### config.mk
export PLATFORM = sky130hd
export DESIGN_NAME = vlc_frame_ctrl_flat
export DESIGN_NICKNAME = d
export VERILOG_FILES = /design/src/rtl/vlc_frame_ctrl_pkg.sv /design/src/rtl/vlc_frame_ctrl_if.sv /design/src/rtl/vlc_frame_ctrl_sym_prescaler.sv /design/src/rtl/vlc_frame_ctrl.sv /design/src/flat_wrapper.sv
export SDC_FILE = /design/constraint.sdc
export NUM_CORES = 1
export LEC_CHECK = 0
export ABC_AREA = 0
export BUFFER_PORTS_ARGS = -buffer_cell sky130_fd_sc_hd__buf_2
export CORE_MARGIN = 8
export CORE_UTILIZATION = 23
export DETAILED_ROUTE_END_ITERATION = 16
export SYNTH_ARGS = -nofsm -noshare
export SYNTH_HDL_FRONTEND = slang
export SYNTH_SLANG_ARGS = --single-unit
### constraint.sdc
create_clock -name c_clk -period 3.2 [get_ports c_clk]
set_clock_uncertainty 0.1 [all_clocks]
set_input_delay 0.32 -clock c_clk [delete_from_list [all_inputs] [get_ports c_clk]]
set_output_delay 0.32 -clock c_clk [all_outputs]
set_load 0.005 [all_outputs]
### src/rtl/vlc_frame_ctrl_pkg.sv
// rtl/vlc_frame_ctrl_pkg.sv - shared phase encodings and default frame lengths
// Contents: phase_e (PH_IDLE/PH_PRE/PH_PAY/PH_GUARD), PRE_LEN_DEF, GUARD_LEN_DEF,
//           next_phase() giving the fixed preamble -> payload -> guard -> idle order.
package vlc_frame_ctrl_pkg;

   typedef enum logic [1:0] {
      PH_IDLE  = 2'b00,
      PH_PRE   = 2'b01,
      PH_PAY   = 2'b10,
      PH_GUARD = 2'b11
   } phase_e;

   // The modulator reads these defaults too, so keep them here rather than in the top.
   localparam int PRE_LEN_DEF   = 16;
   localparam int GUARD_LEN_DEF = 4;

   function automatic phase_e next_phase(input phase_e p);
      case (p)
         PH_PRE:  return PH_PAY;
         PH_PAY:  return PH_GUARD;
         default: return PH_IDLE;
      endcase
   endfunction

endpackage

### src/rtl/vlc_frame_ctrl_if.sv
// rtl/vlc_frame_ctrl_if.sv - host/modulator signal bundle of the frame sequencer
// Host side (master): drives start, abort, len, div; observes the rest.
// Sequencer side (slave): drives busy, phase, sym_tick, sym_idx, done.
interface vlc_frame_ctrl_if #(
   parameter int C_WIDTH   = 10,
   parameter int DIV_WIDTH = 8
);
   logic                 start;
   logic                 abort;
   logic [C_WIDTH-1:0]   len;
   logic [DIV_WIDTH-1:0] div;
   logic                 busy;
   logic [1:0]           phase;
   logic                 sym_tick;
   logic [C_WIDTH-1:0]   sym_idx;
   logic                 done;

   modport master (
      output start, abort, len, div,
      input  busy, phase, sym_tick, sym_idx, done
   );

   modport slave (
      input  start, abort, len, div,
      output busy, phase, sym_tick, sym_idx, done
   );
endinterface

### src/rtl/vlc_frame_ctrl_sym_prescaler.sv
// rtl/vlc_frame_ctrl_sym_prescaler.sv - symbol-period up-counter with terminal-count compare
// Ports: c_clk, c_reset (async, high); clr (sync clear, wins over en); en (count);
//        div_q (terminal value); tc (count == div_q, decoded from the count register).
module sym_prescaler #(
   parameter int DIV_WIDTH = 8
) (
   input  logic                 c_clk,
   input  logic                 c_reset,
   input  logic                 clr,
   input  logic                 en,
   input  logic [DIV_WIDTH-1:0] div_q,
   output logic                 tc
);
   logic [DIV_WIDTH-1:0] cnt_q, cnt_d;

   assign tc = (cnt_q == div_q);

   always_comb begin
      cnt_d = cnt_q;
      if (clr)
         cnt_d = '0;
      else if (en)
         cnt_d = tc ? '0 : cnt_q + DIV_WIDTH'(1);
   end

   always_ff @(posedge c_clk or posedge c_reset) begin
      if (c_reset)
         cnt_q <= '0;
      else
         cnt_q <= cnt_d;
   end
endmodule

### src/rtl/vlc_frame_ctrl.sv
// rtl/vlc_frame_ctrl.sv - transmit-frame sequencer: preamble, payload, guard at a prescaled symbol rate
// Ports: c_clk (rising edge), c_reset (async, high), bus (slave modport):
//        start/abort/len/div in; busy/phase/sym_tick/sym_idx/done out.
// All outputs are decoded from registers, so none has a combinational path from an input.
module vlc_frame_ctrl
   import vlc_frame_ctrl_pkg::*;
#(
   parameter int C_WIDTH   = 10,
   parameter int DIV_WIDTH = 8,
   parameter int PRE_LEN   = PRE_LEN_DEF,
   parameter int GUARD_LEN = GUARD_LEN_DEF
) (
   input  logic             c_clk,
   input  logic             c_reset,
   vlc_frame_ctrl_if.slave  bus
);
   localparam logic [C_WIDTH-1:0] PRE_LAST   = C_WIDTH'(PRE_LEN - 1);
   localparam logic [C_WIDTH-1:0] GUARD_LAST = C_WIDTH'(GUARD_LEN - 1);

   phase_e               state_q, state_d;
   logic [C_WIDTH-1:0]   sym_idx_q, sym_idx_d;
   logic [C_WIDTH-1:0]   len_q, len_d;
   logic [DIV_WIDTH-1:0] div_q, div_d;
   logic                 done_q, done_d;
   logic                 busy;
   logic                 tc;
   logic                 sym_tick;
   logic                 pre_clr;
   logic [C_WIDTH-1:0]   last_idx;

   assign busy     = (state_q != PH_IDLE);
   assign sym_tick = busy && tc;

   sym_prescaler #(.DIV_WIDTH(DIV_WIDTH)) u_prescaler (
      .c_clk   (c_clk),
      .c_reset (c_reset),
      .clr     (pre_clr),
      .en      (busy),
      .div_q   (div_q),
      .tc      (tc)
   );

   always_comb begin
      case (state_q)
         PH_PRE:  last_idx = PRE_LAST;
         PH_PAY:  last_idx = len_q - C_WIDTH'(1);
         default: last_idx = GUARD_LAST;
      endcase
   end

   always_comb begin
      state_d   = state_q;
      sym_idx_d = sym_idx_q;
      len_d     = len_q;
      div_d     = div_q;
      done_d    = 1'b0;
      pre_clr   = 1'b0;
      if (state_q == PH_IDLE) begin
         // abort is meaningless in IDLE, so a coincident start is simply taken
         if (bus.start && (bus.len != '0)) begin
            state_d   = PH_PRE;
            len_d     = bus.len;
            div_d     = bus.div;
            sym_idx_d = '0;
            pre_clr   = 1'b1;
         end
      end else if (bus.abort) begin
         // abort beats the final guard tick, so no done on a cancelled frame
         state_d   = PH_IDLE;
         sym_idx_d = '0;
         pre_clr   = 1'b1;
      end else if (sym_tick) begin
         if (sym_idx_q == last_idx) begin
            state_d   = next_phase(state_q);
            sym_idx_d = '0;
            done_d    = (state_q == PH_GUARD);
         end else begin
            sym_idx_d = sym_idx_q + C_WIDTH'(1);
         end
      end
   end

   always_ff @(posedge c_clk or posedge c_reset) begin
      if (c_reset) begin
         state_q   <= PH_IDLE;
         sym_idx_q <= '0;
         len_q     <= '0;
         div_q     <= '0;
         done_q    <= 1'b0;
      end else begin
         state_q   <= state_d;
         sym_idx_q <= sym_idx_d;
         len_q     <= len_d;
         div_q     <= div_d;
         done_q    <= done_d;
      end
   end

   assign bus.busy     = busy;
   assign bus.phase    = state_q;
   assign bus.sym_tick = sym_tick;
   assign bus.sym_idx  = sym_idx_q;
   assign bus.done     = done_q;
endmodule

### src/flat_wrapper.sv
// flat-port wrapper written by rule: the top's interface ports become plain ports
module vlc_frame_ctrl_flat import vlc_frame_ctrl_pkg::*;
#(
   parameter int C_WIDTH   = 10,
   parameter int DIV_WIDTH = 8,
   parameter int PRE_LEN   = PRE_LEN_DEF,
   parameter int GUARD_LEN = GUARD_LEN_DEF
)
  (c_clk, c_reset, bus_start, bus_abort, bus_len, bus_div, bus_busy, bus_phase, bus_sym_tick, bus_sym_idx, bus_done);
  vlc_frame_ctrl_if #(.C_WIDTH(C_WIDTH), .DIV_WIDTH(DIV_WIDTH)) bus_i ();
  input  logic c_clk;
  input  logic c_reset;
  input wire logic [$bits(bus_i.start)-1:0] bus_start;
  input wire logic [$bits(bus_i.abort)-1:0] bus_abort;
  input wire logic [$bits(bus_i.len)-1:0] bus_len;
  input wire logic [$bits(bus_i.div)-1:0] bus_div;
  output wire logic [$bits(bus_i.busy)-1:0] bus_busy;
  output wire logic [$bits(bus_i.phase)-1:0] bus_phase;
  output wire logic [$bits(bus_i.sym_tick)-1:0] bus_sym_tick;
  output wire logic [$bits(bus_i.sym_idx)-1:0] bus_sym_idx;
  output wire logic [$bits(bus_i.done)-1:0] bus_done;
  assign bus_i.start = bus_start;
  assign bus_i.abort = bus_abort;
  assign bus_i.len = bus_len;
  assign bus_i.div = bus_div;
  assign bus_busy = bus_i.busy;
  assign bus_phase = bus_i.phase;
  assign bus_sym_tick = bus_i.sym_tick;
  assign bus_sym_idx = bus_i.sym_idx;
  assign bus_done = bus_i.done;
  vlc_frame_ctrl #(.C_WIDTH(C_WIDTH), .DIV_WIDTH(DIV_WIDTH), .PRE_LEN(PRE_LEN), .GUARD_LEN(GUARD_LEN)) u_core (.c_clk(c_clk), .c_reset(c_reset), .bus(bus_i));
endmodule
After elaboration in Yosys (flattened, before gate mapping)

Index checks and enable logic that the tools add are counted.
W data, S select, Z words.

Bits in registers: 39
Bits in latches: 0
RAM bits: 0
Memory bits (read-only): 0
Input bits: 22
Output and inout bits: 15
Word-level logic and storage cells: 48
Memories kept: 0

Add/subtract/negate cells: 3
$mul: 0
Div/mod/pow operators: 0
Order comparisons: 0
Eq/ne operators: 6
Shifts and indexed selects: 0
Multiplexer cells: 22
Bitwise operators: 0
Reductions and logical operators: 11

Operators by type and width:

| cell                    | number |
|---|---|
| $mux W10                | 5 |
| $mux W8                 | 3 |
| $pmux W10 S2            | 1 |
| $add A10 B1 Y10 const B | 1 |
| $eq A10 B10 Y1          | 1 |
| $mux W2                 | 5 |
| $reduce_bool A10 Y1     | 1 |
| $sub A10 B1 Y10 const B | 1 |
| $add A8 B1 Y8 const B   | 1 |
| $eq A8 B8 Y1            | 1 |
| $mux W1                 | 7 |
| $reduce_bool A3 Y1      | 2 |
| $eq A2 B2 Y1 const B    | 2 |
| $pmux W2 S2             | 1 |
| $reduce_and A2 Y1       | 2 |
| $reduce_bool A2 Y1      | 2 |
| $reduce_and A3 Y1       | 1 |
| $eq A2 B1 Y1 const B    | 1 |
| $logic_and A1 B1 Y1     | 2 |
| $logic_not A2 Y1        | 1 |
| $ne A2 B2 Y1 const B    | 1 |

Longest topological paths before layout

Gate-level depths: netlist of run 1.

Depth in word-level cells: 7
Mapped depth: 10
Gate-level depth less buffers: 9

By module

Synthesis of run 1 repeated with hierarchy kept, for this count alone.

Cells, all modules: 236
Area total of the unflattened synthesis: 2441.1 µm²

By module, submodules not included:

| module         | times used | cells an instance | area an instance (µm²) | seq. area each (µm²) |
|---|---|---|---|---|
| vlc_frame_ctrl | 1          | 185               | 1899.3                 | 775.7 |
| sym_prescaler  | 1          | 51                | 541.8                  | 200.2 |

Worst setup path before layout of run 1

Ideal clock, no wire load.

Path kind: register to register
From: register u_core.len_q[0]
To: register u_core.state_q[0] (netlist: u_core.bus.phase[0])
Setup time: 82 ps
Data arrival time: 2700 ps
Path slack: 318 ps
Stages on the path, launching flop included: 11
Path buffers: 1
Period minus slack after synthesis: 2882 ps
Path through: dfrtp_1 inv_1 ha_1 or4b_1 buf_2 o211a_1 or3_4 a2111oi_4 nand3_2 o31a_1 o22ai_1

Word-level cells in the longest chain between the ends: 5

Ends and longest elaborated chain:

| element                      | RTL line             | text |
|---|---|---|
| from (decl)                  | vlc_frame_ctrl.sv:22 | `logic [C_WIDTH-1:0] len_q, len_d;` |
| from (signal assigned)       | vlc_frame_ctrl.sv:93 | `len_q <= len_d;` |
| $sub A10 B1 Y10              | vlc_frame_ctrl.sv:46 | `PH_PAY: last_idx = len_q - C_WIDTH'(1);` |
| $pmux W10 S2                 | vlc_frame_ctrl.sv:44 | `case (state_q)` |
| $eq A10 B10 Y1               | vlc_frame_ctrl.sv:73 | `if (sym_idx_q == last_idx) begin` |
| $reduce_bool A3 Y1 (no line) | n/a                  |  |
| $reduce_and A3 Y1 (no line)  | n/a                  |  |
| to (signal assigned)         | vlc_frame_ctrl.sv:91 | `state_q <= state_d;` |
| to (decl)                    | vlc_frame_ctrl.sv:20 | `phase_e state_q, state_d;` |

No other way between the ends.
A chain may end at the register's enable or synchronous reset.

Worst setup path in the final report of run 1

Same ends and word-level chain as after synthesis.

==> results.cfg, run 1 <==
[outcome]
outcome = completed

[routing]
vias = 2097
wl_mm = 6.37
via_per_inst = 4.82
drc_errors = 0
wl_per_cell_um = 14.6
drtPass1Iterations = 4
final_antenna_net_count = 0
dr.first_iter.drc_count = 130

[yosys]
synth_cell_type_count = 61
syn-cell-area_um2 = 2450
ys.flop_type = dfrtp_1
syn_inst = 251
netlist.area_leader.share = 0.398
synth_seq_cells = 39
async_reset_ff_frac = 1.00
synth_edf_count = 0
synth.most_common_cell = dfrtp_1
synth.largest_area_cell = dfrtp_1
synth.area.top_cells = dfrtp_1 (40%), mux2_2 (8.3%), o21ai_0 (3.9%)
syn_nets = 280
synth.yosys.seq_area_share = 0.398
yosys_warnings = 0
synth_commonest_cells = dfrtp_1 (39), nand2_1 (19), o21ai_0 (19)
avgSynthCellArea_um2 = 9.78

[power_and_ir_drop]
switching_share = 0.393
power_density_nw_per_um2 = 788
p_int_uw = 1450
p_seq_frac = 0.343
pwr-share-comb = 0.475
p_sw_uw = 937
clkPwrFrac = 0.182
leakagePower_uw = 0.00128
ir_worst_vdd_mv = 0.240

[clock_tree]
clockRootBuffer = clkbuf_8
cts_tree = built
cts_inserted_buffers = 5
clk_pin_slew_ns = 0.08
clock_sinks = 39
clockBufferDepth = 2
cts_hold_buf = 0
insertion_delay_ns = 0.29
h-tree-depth = 2

[critical_path]
critPathMaxFanout = 6
crit_chain = inv_1, ha_2, or4b_4, o211a_1, or3_4, a2111oi_4, buf_4, nand3_2, o31a_1, o22ai_2
critPathCaptureType = flip-flop
worstPathArrival_ns = 3.18
crit_type = reg2reg
slowest_delay_ns = 0.49
critPathRequiredTime_ns = 3.31
critPathLaunchType = flip-flop
path_delay_family = compound AO/OA/AOI/OAI gates
path_buf_inv = 2
cpMaxStageDelayCell = or4b_4

[sta]
tightest_slew_ns = 0.503
hold_ws_ns = 0.0284
period_minus_slack_ns = 3.07
fmax_mhz = 325
slew_viol_final = 0
setup_viol = 0
hold_viol_final = 0
fin_ws_ns = 0.126
relSlewSlack = 0.665
post-route-period-util = 0.961

[run]
cap_violations = 0

[floorplanning]
io_pins = 37
fp-row-count = 37
fp.dieW_um = 119
initial_core_util = 0.238
fp.dieH_um = 119
fp.coreArea_um2 = 10300
die_area_um2 = 14200

[cells_and_area]
drive_gt1_frac = 0.304
area_delta_synth_final_pct = 23.3
nFillCells = 1102
final_area_um2 = 3030
n_antenna_cell = 0
fin_nets = 327

[global_routing]
grt_pass1_vias = 2034
grt_use_met3 = 0.0227
grt-busiest-layer = met2
grt_util_met1 = 0.123
antenna_found_initial = 0
use_met2 = 0.129
grt_max_degree = 40
track_usage = 0.0886
grt_overflow = 0
grt_pass1_wl_mm = 10.4

[hold_path]
hold_path.class = in2async

[placed_design]
dpl-instance-area_um2 = 2840
port-buffer-count = 36
hpwl_mm = 4.78
gp_congestion = 0.779
place_ws_ns = 0.119
-- flip-flops by register name, indices dropped and copies added, names as in the netlist --
register	flops
u_core.u_prescaler.cnt_q	8
u_core.div_q	8
u_core.len_q	10
u_core.bus.phase	2
u_core.bus.sym_idx	10
u_core.bus.done	1
-- through the flow --
| step | instances | util | TNS, ns | total power (uW) |
|---|---|---|---|---|
| CTS | 430 | 0.287 | 0 | 2310 |
| floorplan | 251 | - | 0 | 1550 |
| global placement | 422 | 0.275 | 0 | 1830 |
| detailed placement | 422 | 0.275 | 0 | 1860 |
| finish | 435 | 0.293 | 0 | 2380 |
| global route | 435 | 0.293 | -0.00614 | 2560 |
-- area by class of cell --
type	count	area, um2	share of cell area
clock inverter	2	38.8	0.0128
tap	136	170	0.0562
multi-input combinational	190	1420	0.469
inverter	13	48.8	0.0161
timing repair buffer	49	290	0.0959
sequential	39	977	0.323
clock buffer	6	82.6	0.0273
-- power groups by stage --
| stage | sequential, uW | clock, uW | combinational [uW] |
|---|---|---|---|
| 3_3_place_gp | 811 | 0 | 1020 |
| 4_1_cts | 811 | 450 | 1050 |
| 2_1_floorplan | 766 | 0 | 781 |
| 5_1_grt | 842 | 467 | 1250 |
| 3_5_place_dp | 821 | 0 | 1040 |
| 6_report | 818 | 433 | 1130 |
-- worst register-to-register path, cell delays in order (launching register included) --
cell,delay (ns)
dfrtp_2,0.44
inv_1,0.09
ha_2,0.20
or4b_4,0.49
o211a_1,0.24
or3_4,0.38
a2111oi_4,0.34
buf_4,0.20
nand3_2,0.10
o31a_1,0.28
o22ai_2,0.14
-- final timing paths --
kind | from | endpoint | slack [ns] | cells past startpoint
worst min register to register | u_core.u_prescaler.cnt_q[7] | u_core.u_prescaler.cnt_q[7] | 0.40 | 1
worst max register to register | u_core.len_q[0] | u_core.bus.phase[0] | 0.13 | 10
worst max-delay path | u_core.len_q[0] | u_core.bus.phase[0] | 0.13 | 10
min in group c_clk | bus_div[2] | u_core.div_q[2] | 0.15 | 2
worst min-delay path | c_reset | u_core.bus.sym_idx[8] | 0.03 | 3
max in group asynchronous | c_reset | u_core.len_q[0] | 2.60 | 3
-- layer usage --
metal	wire, um	up-vias
met5	0	-
met4	84	0
met3	300	7
met2	2880	50
met1	3110	1004
li1	-	1036
-- cell usage in the layout, fill, tap and decap left out, types with 3 or more instances in the layout --
cell type	instances
inv_1	13
a21oi_1	7
o22ai_1	4
nand2_1	19
or2_2	3
nand3_1	12
a22o_1	3
dfrtp_1	38
buf_4	12
o31ai_1	3
clkbuf_8	6
nor2_1	8
or3_1	9
ha_1	6
mux2_2	18
xor2_1	10
xnor2_1	3
or4_1	6
o21ai_0	19
buf_2	36
nand3b_1	3
nand2b_1	4
-- logic make-up after synthesis --
family / count (synthesis) / synth area share
AOI/OAI and AO/OA: 62 / 0.182
xor gates and xnor gates: 13 / 0.0464
adders and majority gates: 7 / 0.0357
buffers and inverters: 23 / 0.0388
DFF: 39 / 0.398
muxes: 20 / 0.0908
and+or+nand+nor: 87 / 0.209
-- what timing repair did --
item                       4_1_cts  5_1_grt
gates resized for setup          0        6
setup buffers                    0        4
setup endpoints to repair        0       12
No activity file was read; power rests on OpenSTA's default activity.
==> inputs of run 2 (changes only) <==
Settings changed: REMOVE_ABC_BUFFERS set to 1.
==> results.cfg, run 2 (synthesis results as in run 1) <==
[outcome]
outcome = completed

[power_and_ir_drop]
p_sw_uw = 889
p_seq_frac = 0.373
leakagePower_uw = 0.00124
clkPwrFrac = 0.150
pwr-share-comb = 0.477
switching_share = 0.409
p_int_uw = 1290
power_density_nw_per_um2 = 744
ir_worst_vdd_mv = 0.215

[cells_and_area]
nFillCells = 1089
final_area_um2 = 2920
fin_nets = 323
final_cell_mix = dfrtp_1 (39), buf_2 (36), nand2_1 (19), o21ai_0 (19), mux2_2 (18)
final_cells = 431
drive_gt1_frac = 0.271
area_delta_synth_final_pct = 19.1
n_antenna_cell = 0
mostFrequentLayoutCell = dfrtp_1

[routing]
final_antenna_net_count = 0
wl_per_cell_um = 14.3
dr.first_iter.drc_count = 167
wl_mm = 6.15
drc_errors = 0
vias = 2059
drtPass1Iterations = 4
via_per_inst = 4.78

[clock_tree]
clockBufferDepth = 2
cts_hold_buf = 0
h-tree-depth = 2
clk_pin_slew_ns = 0.08
cts_inserted_buffers = 5
cts_tree = built
insertion_delay_ns = 0.30
clock_sinks = 39
clockRootBuffer = clkbuf_8

[critical_path]
crit_type = reg2reg
critPathLaunchType = flip-flop
critPathRequiredTime_ns = 3.32
path_buf_inv = 2
critPathCaptureType = flip-flop
worstPathArrival_ns = 3.20
critPathMaxFanout = 7
cpMaxStageDelayCell = or4b_4
crit_chain = inv_1, ha_1, or4b_4, o211a_1, or3_4, a2111oi_4, buf_4, nand3_2, o31a_1, o22ai_1
path_delay_family = simple AND/OR/NAND/NOR gates
slowest_delay_ns = 0.52

[sta]
hold_ws_ns = 0.0379
hold_viol_final = 0
tns_ns = 0
rsz0062_at_grt = no
fmax_mhz = 324
relSlewSlack = 0.662
setup_viol = 0
tightest_slew_ns = 0.508
post-route-period-util = 0.964
period_minus_slack_ns = 3.09
slew_viol_final = 0

[floorplanning]
fp.dieW_um = 119
fp-row-count = 37
fp.coreArea_um2 = 10300
fp.dieH_um = 119
io_pins = 37
die_area_um2 = 14200
initial_core_util = 0.238

[global_routing]
track_usage = 0.0865
antenna_found_initial = 0
grt_overflow = 0
grt_max_degree = 40
grt_pass1_wl_mm = 10.1
grt_pass1_vias = 1987

[run]
cap_violations = 0

[placed_design]
dp.cells = 421
hpwl_mm = 4.70
dpl-instance-area_um2 = 2820
port-buffer-count = 36
gp_congestion = 0.807

[hold_path]
hold_path.class = in2async
-- run 2: cell types whose count changed in the layout (fill, tap and decap cells not counted), sizes merged --
cell | previous run | this run
buf | 49 | 45
bufinv | 1 | 0
clkbuf | 6 | 7
clkinv | 0 | 1
inv | 14 | 13
-- run 2: path summary, 6_finish.rpt --
| path | start | end | slack, ns | depth (start not counted) |
|---|---|---|---|---|
| setup / recovery | u_core.len_q[0] | u_core.bus.phase[0] | 0.11 | 10 |
| hold / removal | c_reset | u_core.bus.sym_idx[6] | 0.04 | 3 |
| setup reg to reg | u_core.len_q[0] | u_core.bus.phase[0] | 0.11 | 10 |
| hold reg to reg | u_core.u_prescaler.cnt_q[7] | u_core.u_prescaler.cnt_q[7] | 0.40 | 1 |
| max in group asynchronous | c_reset | u_core.u_prescaler.cnt_q[6] | 2.61 | 3 |
| min in group c_clk | bus_div[2] | u_core.div_q[2] | 0.16 | 2 |
-- run 2: per-layer routing --
layer  track usage  vias up  share of wire
li1              -     1023              -
met1         0.114      990           0.49
met2         0.137       41           0.47
met3        0.0184        5          0.029
met4        0.0308        0          0.013
met5             0        -              0
-- run 2: per-stage QoR --
| step | power (uW) | setup slack (ns) | utilization |
|---|---|---|---|
| after floorplan | 1510 | 0.329 | - |
| after global placement | 1800 | 0.153 | 0.273 |
| after detailed placement | 1830 | 0.111 | 0.273 |
| after CTS | 2160 | 0.101 | 0.281 |
| after global routing | 2360 | 0.00320 | 0.283 |
| final | 2170 | 0.115 | 0.283 |
-- run 2: worst register-to-register path, delay by kind of cell (launching register included) --
| kind | cells | cell delay [ns] |
|---|---|---|
| flops | 1 | 0.43 |
| fa+ha+maj | 1 | 0.19 |
| compound gates | 4 | 1.00 |
| buf+inv | 2 | 0.30 |
| simple gates | 3 | 1.01 |
-- run 2: layout make-up --
class	instances	area [um2]	share of cell area
flip-flops and latches	39	976	0.334
inverters	13	48.8	0.0167
clock inverters	1	5.00	0.00171
well taps	136	170	0.0582
repair buffers	45	248	0.0848
multi-input cells	190	1400	0.479
clock buffers	7	76.3	0.0261
-- run 2: what timing repair did --
action / CTS / global route
setup buffers: 0 / 1
endpoints found under the setup margin: 0 / 8
resized for setup: 0 / 1
-- run 2: power groups by stage --
stage	sequential [uW]	clock [uW]	combinational, uW
finish	811	327	1040
global route	840	363	1150
CTS	809	337	1010
detailed placement	819	0	1010
global placement	818	0	985
floorplan	783	0	732
==> inputs of run 3 (changes only) <==
Clock period 3.2 ns to 3.6 ns, I/O delays scaled along.
==> results.cfg, run 3 (synthesis results as in run 1) <==
[power_and_ir_drop]
ir_worst_vdd_mv = 0.199
leakagePower_uw = 0.00123
power_density_nw_per_um2 = 697

[sta]
fmax_mhz = 319
fin_ws_ns = 0.469
hold_viol_final = 0
rsz0062_at_grt = no
post-route-period-util = 0.870
slew_viol_final = 0
relSlewSlack = 0.558
tightest_slew_ns = 0.654
setup_viol = 0
period_minus_slack_ns = 3.13
tns_ns = 0

[critical_path]
critPathRequiredTime_ns = 3.67
worstPathArrival_ns = 3.21
critPathLaunchType = flip-flop
rrSetupSlack_ns = 0.47
cpMaxStageDelayCell = or4b_1
crit_type = reg2reg
critPathMaxFanout = 10
slowest_delay_ns = 0.56
path_delay_family = compound AO/OA/AOI/OAI gates
critPathCaptureType = flip-flop
crit_chain = inv_1, ha_1, or4b_1, o211a_1, or3_4, a2111oi_4, a31oi_4, a21oi_1, o22ai_1
path_buf_inv = 1

[clock_tree]
cts_resized = 0
clockRootBuffer = clkbuf_8
insertion_delay_ns = 0.29
cts_hold_buf = 0
clock_sinks = 39
clockBufferDepth = 2
h-tree-depth = 2
cts_setup_buffers = 0
cts_inserted_buffers = 5
clk_pin_slew_ns = 0.08
cts_tree = built

[run]
cap_violations = 0

[cells_and_area]
area_delta_synth_final_pct = 19.1
nFillCells = 1113
final_cells = 423
drive_gt1_frac = 0.254
mostFrequentLayoutCell = dfrtp_1
final_cell_mix = dfrtp_1 (39), buf_2 (36), nand2_1 (19), o21ai_0 (19), mux2_2 (18)
n_antenna_cell = 0
post-route-util = 0.283
final_area_um2 = 2920
fin_nets = 315

[placed_design]
dp.cells = 415
place_ws_ns = 0.498
dpl-instance-area_um2 = 2790
gp_congestion = 0.812
port-buffer-count = 36
hpwl_mm = 4.66

[routing]
via_per_inst = 4.77
drtPass1Iterations = 4
drc_errors = 0
vias = 2018
final_antenna_net_count = 0
dr.first_iter.drc_count = 130
wl_mm = 6.05
wl_per_cell_um = 14.3

[floorplanning]
fp.dieH_um = 119
io_pins = 37
initial_core_util = 0.238
fp-row-count = 37
die_area_um2 = 14200
fp.coreArea_um2 = 10300
fp.dieW_um = 119

[global_routing]
grt_overflow = 0
grt_pass1_wl_mm = 10.3
track_usage = 0.0875
antenna_found_initial = 0
grt_pass1_vias = 2028
grt_max_degree = 40

[outcome]
outcome = completed

[hold_path]
hold_path.class = in2async
run 3: cell types whose count changed in the layout (fill, tap and decap cells not counted), sizes merged:
cell,delta
buf,-7
bufinv,+2
clkinv,-1
clkbuf,-2
a31oi,-1
clkinvlp,+1
run 3: cell type report:
type / instances / area [um2] / area share
multi-input combinational: 189 / 1380 / 0.473
sequential: 39 / 976 / 0.334
timing repair buffer: 38 / 208 / 0.0711
tap: 136 / 170 / 0.0582
clock buffer: 5 / 68.8 / 0.0236
clock inverter: 3 / 67.6 / 0.0231
inverter: 13 / 48.8 / 0.0167
run 3: stage by stage:
step / hold WS [ns] / total power [uW]
after floorplan: 0.365 / 1350
after CTS: 0.0917 / 2060
final: 0.0744 / 2040
after detailed placement: 0.413 / 1610
after global routing: 0.135 / 2190
after global placement: 0.391 / 1580
run 3: final timing paths:
check	start	endpoint	depth (start not counted)
max	u_core.len_q[0]	u_core.bus.sym_idx[7]	9
min	c_reset	u_core.bus.sym_idx[1]	3
max reg2reg	u_core.len_q[0]	u_core.bus.sym_idx[7]	9
min reg2reg	u_core.u_prescaler.cnt_q[7]	u_core.u_prescaler.cnt_q[7]	1
max in group asynchronous	c_reset	u_core.len_q[1]	3
min in group c_clk	bus_div[2]	u_core.div_q[2]	2
run 3: routing by layer:
metal | GRT usage | share of wire | up-vias
met2 | 0.139 | 0.46 | 37
met4 | 0.0308 | 0.015 | 0
met5 | 0 | 0 | -
met1 | 0.116 | 0.49 | 966
met3 | 0.0165 | 0.030 | 6
li1 | - | - | 1009
run 3: worst register-to-register path: cells and delay by family (launching register included):
| family | cells | cell delay [ns] |
|---|---|---|
| compound gates | 5 | 1.25 |
| fa+ha+maj | 1 | 0.19 |
| buf+inv | 1 | 0.10 |
| flops | 1 | 0.43 |
| simple gates | 2 | 0.94 |
run 3: report_power, final:
| group | switching, uW | internal [uW] |
|---|---|---|
| Sequential | 170 | 571 |
| Clock | 166 | 277 |
| Combinational | 447 | 404 |
